File: config.mk
export PLATFORM = sky130hd
export DESIGN_NAME = dmem_subword
export DESIGN_NICKNAME = d
export VERILOG_FILES = /design/src/rtl/dmem_pkg.sv /design/src/rtl/dmem_lane_align.sv /design/src/rtl/dmem_subword.sv
export SDC_FILE = /design/constraint.sdc
export NUM_CORES = 2
export LEC_CHECK = 0
export CAP_MARGIN = 15
export CORE_ASPECT_RATIO = 0.7
export CORE_UTILIZATION = 50
export DETAILED_ROUTE_END_ITERATION = 7
export PLACE_DENSITY = 0.71
export SYNTH_ARGS = -nofsm -noshare
export SYNTH_HDL_FRONTEND = slang
export SYNTH_HIERARCHICAL = 1
export SYNTH_SLANG_ARGS = --single-unit
File: constraint.sdc
create_clock -name clk -period 4.55 [get_ports clk]
set_input_delay 1.365 -clock clk [delete_from_list [all_inputs] [get_ports clk]]
set_output_delay 1.365 -clock clk [all_outputs]
set_load 0.01 [all_outputs]
File: src/rtl/dmem_pkg.sv
// Shared encodings for the byte-addressable data memory: access sizes and
// the clear/ready controller states.
package dmem_pkg;

  typedef enum logic [1:0] {
    SZ_BYTE = 2'b00,
    SZ_HALF = 2'b01,
    SZ_WORD = 2'b10,
    SZ_RSVD = 2'b11
  } size_e;

  typedef enum logic {
    ST_CLEAR = 1'b0,
    ST_READY = 1'b1
  } state_e;

endpackage

File: src/rtl/dmem_lane_align.sv
// Little-endian lane steering: byte enables and replicated store word on the
// way in, lane extraction plus sign/zero extension on the way out.
module dmem_lane_align
  import dmem_pkg::*;
(
  input  size_e       size,
  input  logic [1:0]  lane,
  input  logic [31:0] store_data,
  input  logic [31:0] load_word,
  input  logic        load_unsigned,
  output logic [3:0]  byte_en,
  output logic [31:0] store_word,
  output logic [31:0] load_value
);

  logic [31:0] shifted;
  logic [7:0]  ld_byte;
  logic [15:0] ld_half;

  assign shifted = load_word >> {lane, 3'b000};
  assign ld_byte = shifted[7:0];
  assign ld_half = lane[1] ? load_word[31:16] : load_word[15:0];

  // Replicating the sub-word across all lanes lets the byte enables alone
  // pick which lanes commit.
  always_comb begin
    byte_en    = 4'b0000;
    store_word = store_data;
    case (size)
      SZ_BYTE: begin
        byte_en    = 4'b0001 << lane;
        store_word = {4{store_data[7:0]}};
      end
      SZ_HALF: begin
        byte_en    = lane[1] ? 4'b1100 : 4'b0011;
        store_word = {2{store_data[15:0]}};
      end
      SZ_WORD: byte_en = 4'b1111;
      default: byte_en = 4'b0000;
    endcase
  end

  always_comb begin
    load_value = load_word;
    case (size)
      SZ_BYTE: load_value = load_unsigned ? {24'b0, ld_byte} : {{24{ld_byte[7]}}, ld_byte};
      SZ_HALF: load_value = load_unsigned ? {16'b0, ld_half} : {{16{ld_half[15]}}, ld_half};
      default: load_value = load_word;
    endcase
  end

endmodule

File: src/rtl/dmem_subword.sv
// Byte-addressable data memory with sub-word access, registered load port,
// access error strobe and a one-word-per-cycle clear after reset.
module dmem_subword
  import dmem_pkg::*;
#(
  parameter int ADDR_W = 8,
  parameter int DEPTH  = 64
) (
  input  logic              clk,
  input  logic              reset,
  input  logic [ADDR_W-1:0] addr,
  input  logic [31:0]       write_data,
  input  logic              MemRead,
  input  logic              MemWrite,
  input  logic [1:0]        size,
  input  logic              load_unsigned,
  output logic [31:0]       read_data,
  output logic              read_valid,
  output logic              access_err,
  output logic              busy
);

  localparam int IDX_W = ADDR_W - 2;
  localparam int PTR_W = (DEPTH > 1) ? $clog2(DEPTH) : 1;

  logic [31:0]      mem_q [DEPTH];
  state_e           state_q, state_d;
  logic [PTR_W-1:0] clr_ptr_q, clr_ptr_d;
  logic [31:0]      read_data_q, read_data_d;
  logic             read_valid_q, read_valid_d;
  logic             access_err_q, access_err_d;

  logic [IDX_W-1:0] word_idx;
  logic [PTR_W-1:0] mem_idx;
  logic [1:0]       lane;
  size_e            req_size;
  logic             misaligned, out_of_range, req_err;
  logic [31:0]      raw_word, ld_value, st_word;
  logic [3:0]       st_be;

  logic             mem_we;
  logic [PTR_W-1:0] mem_widx;
  logic [3:0]       mem_be;
  logic [31:0]      mem_wdata;

  assign word_idx     = addr[ADDR_W-1:2];
  assign mem_idx      = word_idx[PTR_W-1:0];
  assign lane         = addr[1:0];
  assign req_size     = size_e'(size);
  assign misaligned   = ((req_size == SZ_HALF) && lane[0]) ||
                        ((req_size == SZ_WORD) && (lane != 2'b00));
  assign out_of_range = (32'(word_idx) >= 32'(DEPTH));
  assign req_err      = misaligned || out_of_range || (req_size == SZ_RSVD);
  assign raw_word     = out_of_range ? 32'h0 : mem_q[mem_idx];

  dmem_lane_align u_align (
    .size          (req_size),
    .lane          (lane),
    .store_data    (write_data),
    .load_word     (raw_word),
    .load_unsigned (load_unsigned),
    .byte_en       (st_be),
    .store_word    (st_word),
    .load_value    (ld_value)
  );

  always_comb begin
    state_d      = state_q;
    clr_ptr_d    = clr_ptr_q;
    read_data_d  = read_data_q;
    read_valid_d = 1'b0;
    access_err_d = 1'b0;
    mem_we       = 1'b0;
    mem_widx     = clr_ptr_q;
    mem_be       = 4'b0000;
    mem_wdata    = 32'h0;
    case (state_q)
      ST_CLEAR: begin
        mem_we = 1'b1;
        mem_be = 4'b1111;
        if (clr_ptr_q == PTR_W'(DEPTH - 1)) begin
          state_d   = ST_READY;
          clr_ptr_d = '0;
        end else begin
          clr_ptr_d = clr_ptr_q + 1'b1;
        end
      end
      ST_READY: begin
        if (MemWrite && !req_err) begin
          mem_we    = 1'b1;
          mem_widx  = mem_idx;
          mem_be    = st_be;
          mem_wdata = st_word;
        end
        if (MemRead || MemWrite) access_err_d = req_err;
        // Array is read from the pre-edge contents, so a same-cycle store is
        // not visible to this load.
        if (MemRead) begin
          read_valid_d = 1'b1;
          read_data_d  = req_err ? 32'h0 : ld_value;
        end
      end
      default: state_d = ST_CLEAR;
    endcase
  end

  always_ff @(posedge clk) begin
    if (reset) begin
      state_q      <= ST_CLEAR;
      clr_ptr_q    <= '0;
      read_data_q  <= 32'h0;
      read_valid_q <= 1'b0;
      access_err_q <= 1'b0;
    end else begin
      state_q      <= state_d;
      clr_ptr_q    <= clr_ptr_d;
      read_data_q  <= read_data_d;
      read_valid_q <= read_valid_d;
      access_err_q <= access_err_d;
    end
  end

  always_ff @(posedge clk) begin
    if (mem_we && !reset) begin
      for (int i = 0; i < 4; i++) begin
        if (mem_be[i]) mem_q[mem_widx][8*i +: 8] <= mem_wdata[8*i +: 8];
      end
    end
  end

  assign read_data  = read_data_q;
  assign read_valid = read_valid_q;
  assign access_err = access_err_q;
  assign busy       = (state_q == ST_CLEAR);

endmodule

==> qor.txt <==
Status = complete, no violations
Synth Area per Inst = 20.0 um2
CP startpoint = addr[2]
Fin cells = 7,065
RSZ-0062 raised after global routing = no
Post-detail-place hpwl = 135,000 um
P_sw = 8.06 mW
Slowest stage delay, CP = 1130 ps
Synthesis Warnings = 6
Clock power frac = 0.397
CP required = 5270 ps
Critical path endpoint category = register
R2R Path End = read_data[15]
MaxCap Viol Count = 0
Initial DRT Pass Iterations = 5
Layout area overhead = 16.2%
Yosys cell types = 60
Worst R2R Start = mem_q[63][23]
Worst skew pair latency = 830 ps
Worst-path clk slew = 70 ps
Path depth of the worst reg2reg path = 11
Initial core utilization = 0.504
Max-slew violation count = 0
Die width = 487 um
Switching power share of the total = 0.213
CP Class = primary input to register
DR vias/cell = 6.28
Vias = 44,400
GR Overflow Total = 0
H-tree depth = 4
Initial DRC Count = 6,287
Fin crit period = 4290 ps
Worst vdd ir = 0.000410 V
Clk_skew = 42.7 ps
Synthesized flop and latch total = 2,089
Worst Path Max Fanout = 23
Setup Buffers After CTS = 0
Die Area = 0.167 mm2
R2R Setup Slk = 1200 ps
Main synth FF type = edfxtp_1
FP Rows = 124
Antenna viol nets, final = 0
Nets@finish = 4,764
CP max-delay cell = o31ai_1
Max clock buf depth = 3
Clk sinks = 2,089
Root Buffer = clkbuf_16
Sequential area share after synthesis = 0.756
Vias in the first global route = 43,500
Register share of total power = 0.553
Achievable Freq = 233 MHz
Synth Net Count = 4,173
Post-synthesis cell area = 0.0824 mm2
Hold Worst Slack = 461 ps
Post-Syn Instances = 4,125
Final WL = 213,000 um
P_leak = 34.5 nW
Cell chain of the critical path = buf_8 > buf_12 > buf_4 > mux2_2 > o22ai_1 > a221oi_1 > o221ai_1 > o31ai_1 > nor3_1 > a211oi_1 > nand3_1 > a21oi_1
Int Power = 29.7 mW
IO Count = 82
FILL cells = 11,700
Global-route wire length before repair = 307,000 um
Largest net degree at the start of global routing = 65
Slew HR = 0.0907
PD cells = 394 mW/mm2
Hold WC Path Type = register to register
Async S/R FF share, synth = 0
Worst-Margin Slew = 1350 ps
Gr usage total = 0.256
Routed WL per cell = 30.1 um
Initial antenna violation count = 1
DRC = 0
Core Util, Final = 0.586
I/O Buffers = 81
Hold Fails Final Rpt = 0
Share of layout cells above drive strength 1 = 0.301
# diodes = 0
Die Y-Extent = 342 um
Count of final setup violators = 0
Core Area = 0.164 mm2
Cts bufs inserted = 177
EDFF count, synth = 2,048
Combinational share of power = 0.050
CTS resizes = 0
CTS tree = yes
Routability Congestion = 0.913
CP arrival = 5010 ps
CP Capture Point = read_data[0]
Final period utilization = 0.943
Critical Path Source Type = primary input
Placed insts = 6,739
CTS hold repair buffers = 0
-- layer usage --
layer,vias to the layer above,part of all wire,GRT usage,routed length (um)
li1,18100,-,-,-
met1,23100,0.41,0.386,86300
met2,2770,0.44,0.372,94300
met3,360,0.12,0.0615,26300
met4,0,0.028,0.0770,5920
met5,-,0,0,0
-- power groups by stage --
stage	registers [mW]	logic [mW]	clock network, mW
6_report	20.9	1.89	15.0
5_1_grt	20.9	1.95	15.8
4_1_cts	20.9	1.85	15.1
3_5_place_dp	21.3	1.84	0
3_3_place_gp	21.3	1.83	0
2_1_floorplan	21.3	1.04	0
-- per-stage QoR --
step                power [mW]  TNS (ps)  area [um2]  setup WS [ps]
global route              38.6         0       95800            258
CTS                       37.8         0       95800            432
detailed placement        23.1     -7790       90100           -385
global placement          23.1     -7140       90100           -385
floorplan                 22.3         0       82400            167
finish                    37.7         0       95800            258
-- worst max-delay path, delay by kind of cell --
family / cells / cell delay (ps)
AOI/OAI and AO/OA: 6 / 2120
buffers and inverters: 3 / 920
muxes: 1 / 230
and+or+nand+nor: 2 / 340
-- layout make-up --
type	instances	area, um2	share of cell area
flip-flops and latches	2089	62300	0.650
multi-input cells	1749	18800	0.196
well taps	2205	2760	0.0288
clock inverters	104	1020	0.0107
inverters	11	41.3	0.000431
repair buffers	688	6240	0.0651
clock buffers	219	4620	0.0482
-- layout by cell type (no fill, tap or decap), types with 22 or more instances in the layout --
cell type	netlist	final
a22oi_1	106	106
buf_12	0	69
o21ai_1	22	22
clkinv_2	0	26
mux4_2	455	455
clkinv_1	1	42
clkbuf_1	106	40
mux2i_1	153	153
a221oi_1	29	29
mux2_2	96	96
a21oi_1	68	65
buf_4	34	538
o22ai_1	52	52
nand3_1	40	40
dfxtp_1	41	41
clkdlybuf4s50_1	0	73
o221ai_1	32	32
nor2_1	301	299
o31ai_1	22	22
and2_2	0	33
edfxtp_1	2048	2048
nand2_1	146	145
clkbuf_16	0	178
-- cell usage after synthesis, types with 38 or more instances --
master / instances / area share
and2_1: 38 / 0.0029
dfxtp_1: 41 / 0.010
nand2_1: 146 / 0.0066
clkbuf_1: 106 / 0.0048
nor2_1: 301 / 0.014
buf_1: 40 / 0.0018
mux2_2: 96 / 0.013
nand3_1: 40 / 0.0024
o22ai_1: 52 / 0.0039
mux4_2: 455 / 0.12
mux2i_1: 153 / 0.019
a21oi_1: 68 / 0.0041
edfxtp_1: 2048 / 0.75
buf_2: 71 / 0.0043
a22oi_1: 106 / 0.0097
-- worst min path at each step --
stage	slack, ps	cells past startpoint	end	startpoint
final	460	2	read_data[21]	read_data[21]
after global routing	490	2	read_data[26]	read_data[26]
after CTS	460	2	read_data[21]	read_data[21]
after detailed placement	450	2	read_data[21]	read_data[21]
after global placement	450	2	read_data[7]	read_data[7]
after floorplan	480	2	read_data[16]	read_data[16]
-- kinds of logic (layout without fill, tap and decap cells) --
kind of cell	Yosys count	after routing	share of synthesized area
AOI/OAI and AO/OA	442	442	0.0380
xor gates and xnor gates	2	2	0.000213
adders and majority gates	1	1	0.000152
buffers and inverters	287	1022	0.0181
DFF	2089	2089	0.756
muxes	706	706	0.156
and+or+nand+nor	598	598	0.0314
-- sequential cells by signal, indices dropped and copies added (netlist names) --
register and count:
state_q 1, read_data 32, clr_ptr_q 6, access_err 1
mem_q 2048, read_valid 1
(Power assumes the default switching activity.)
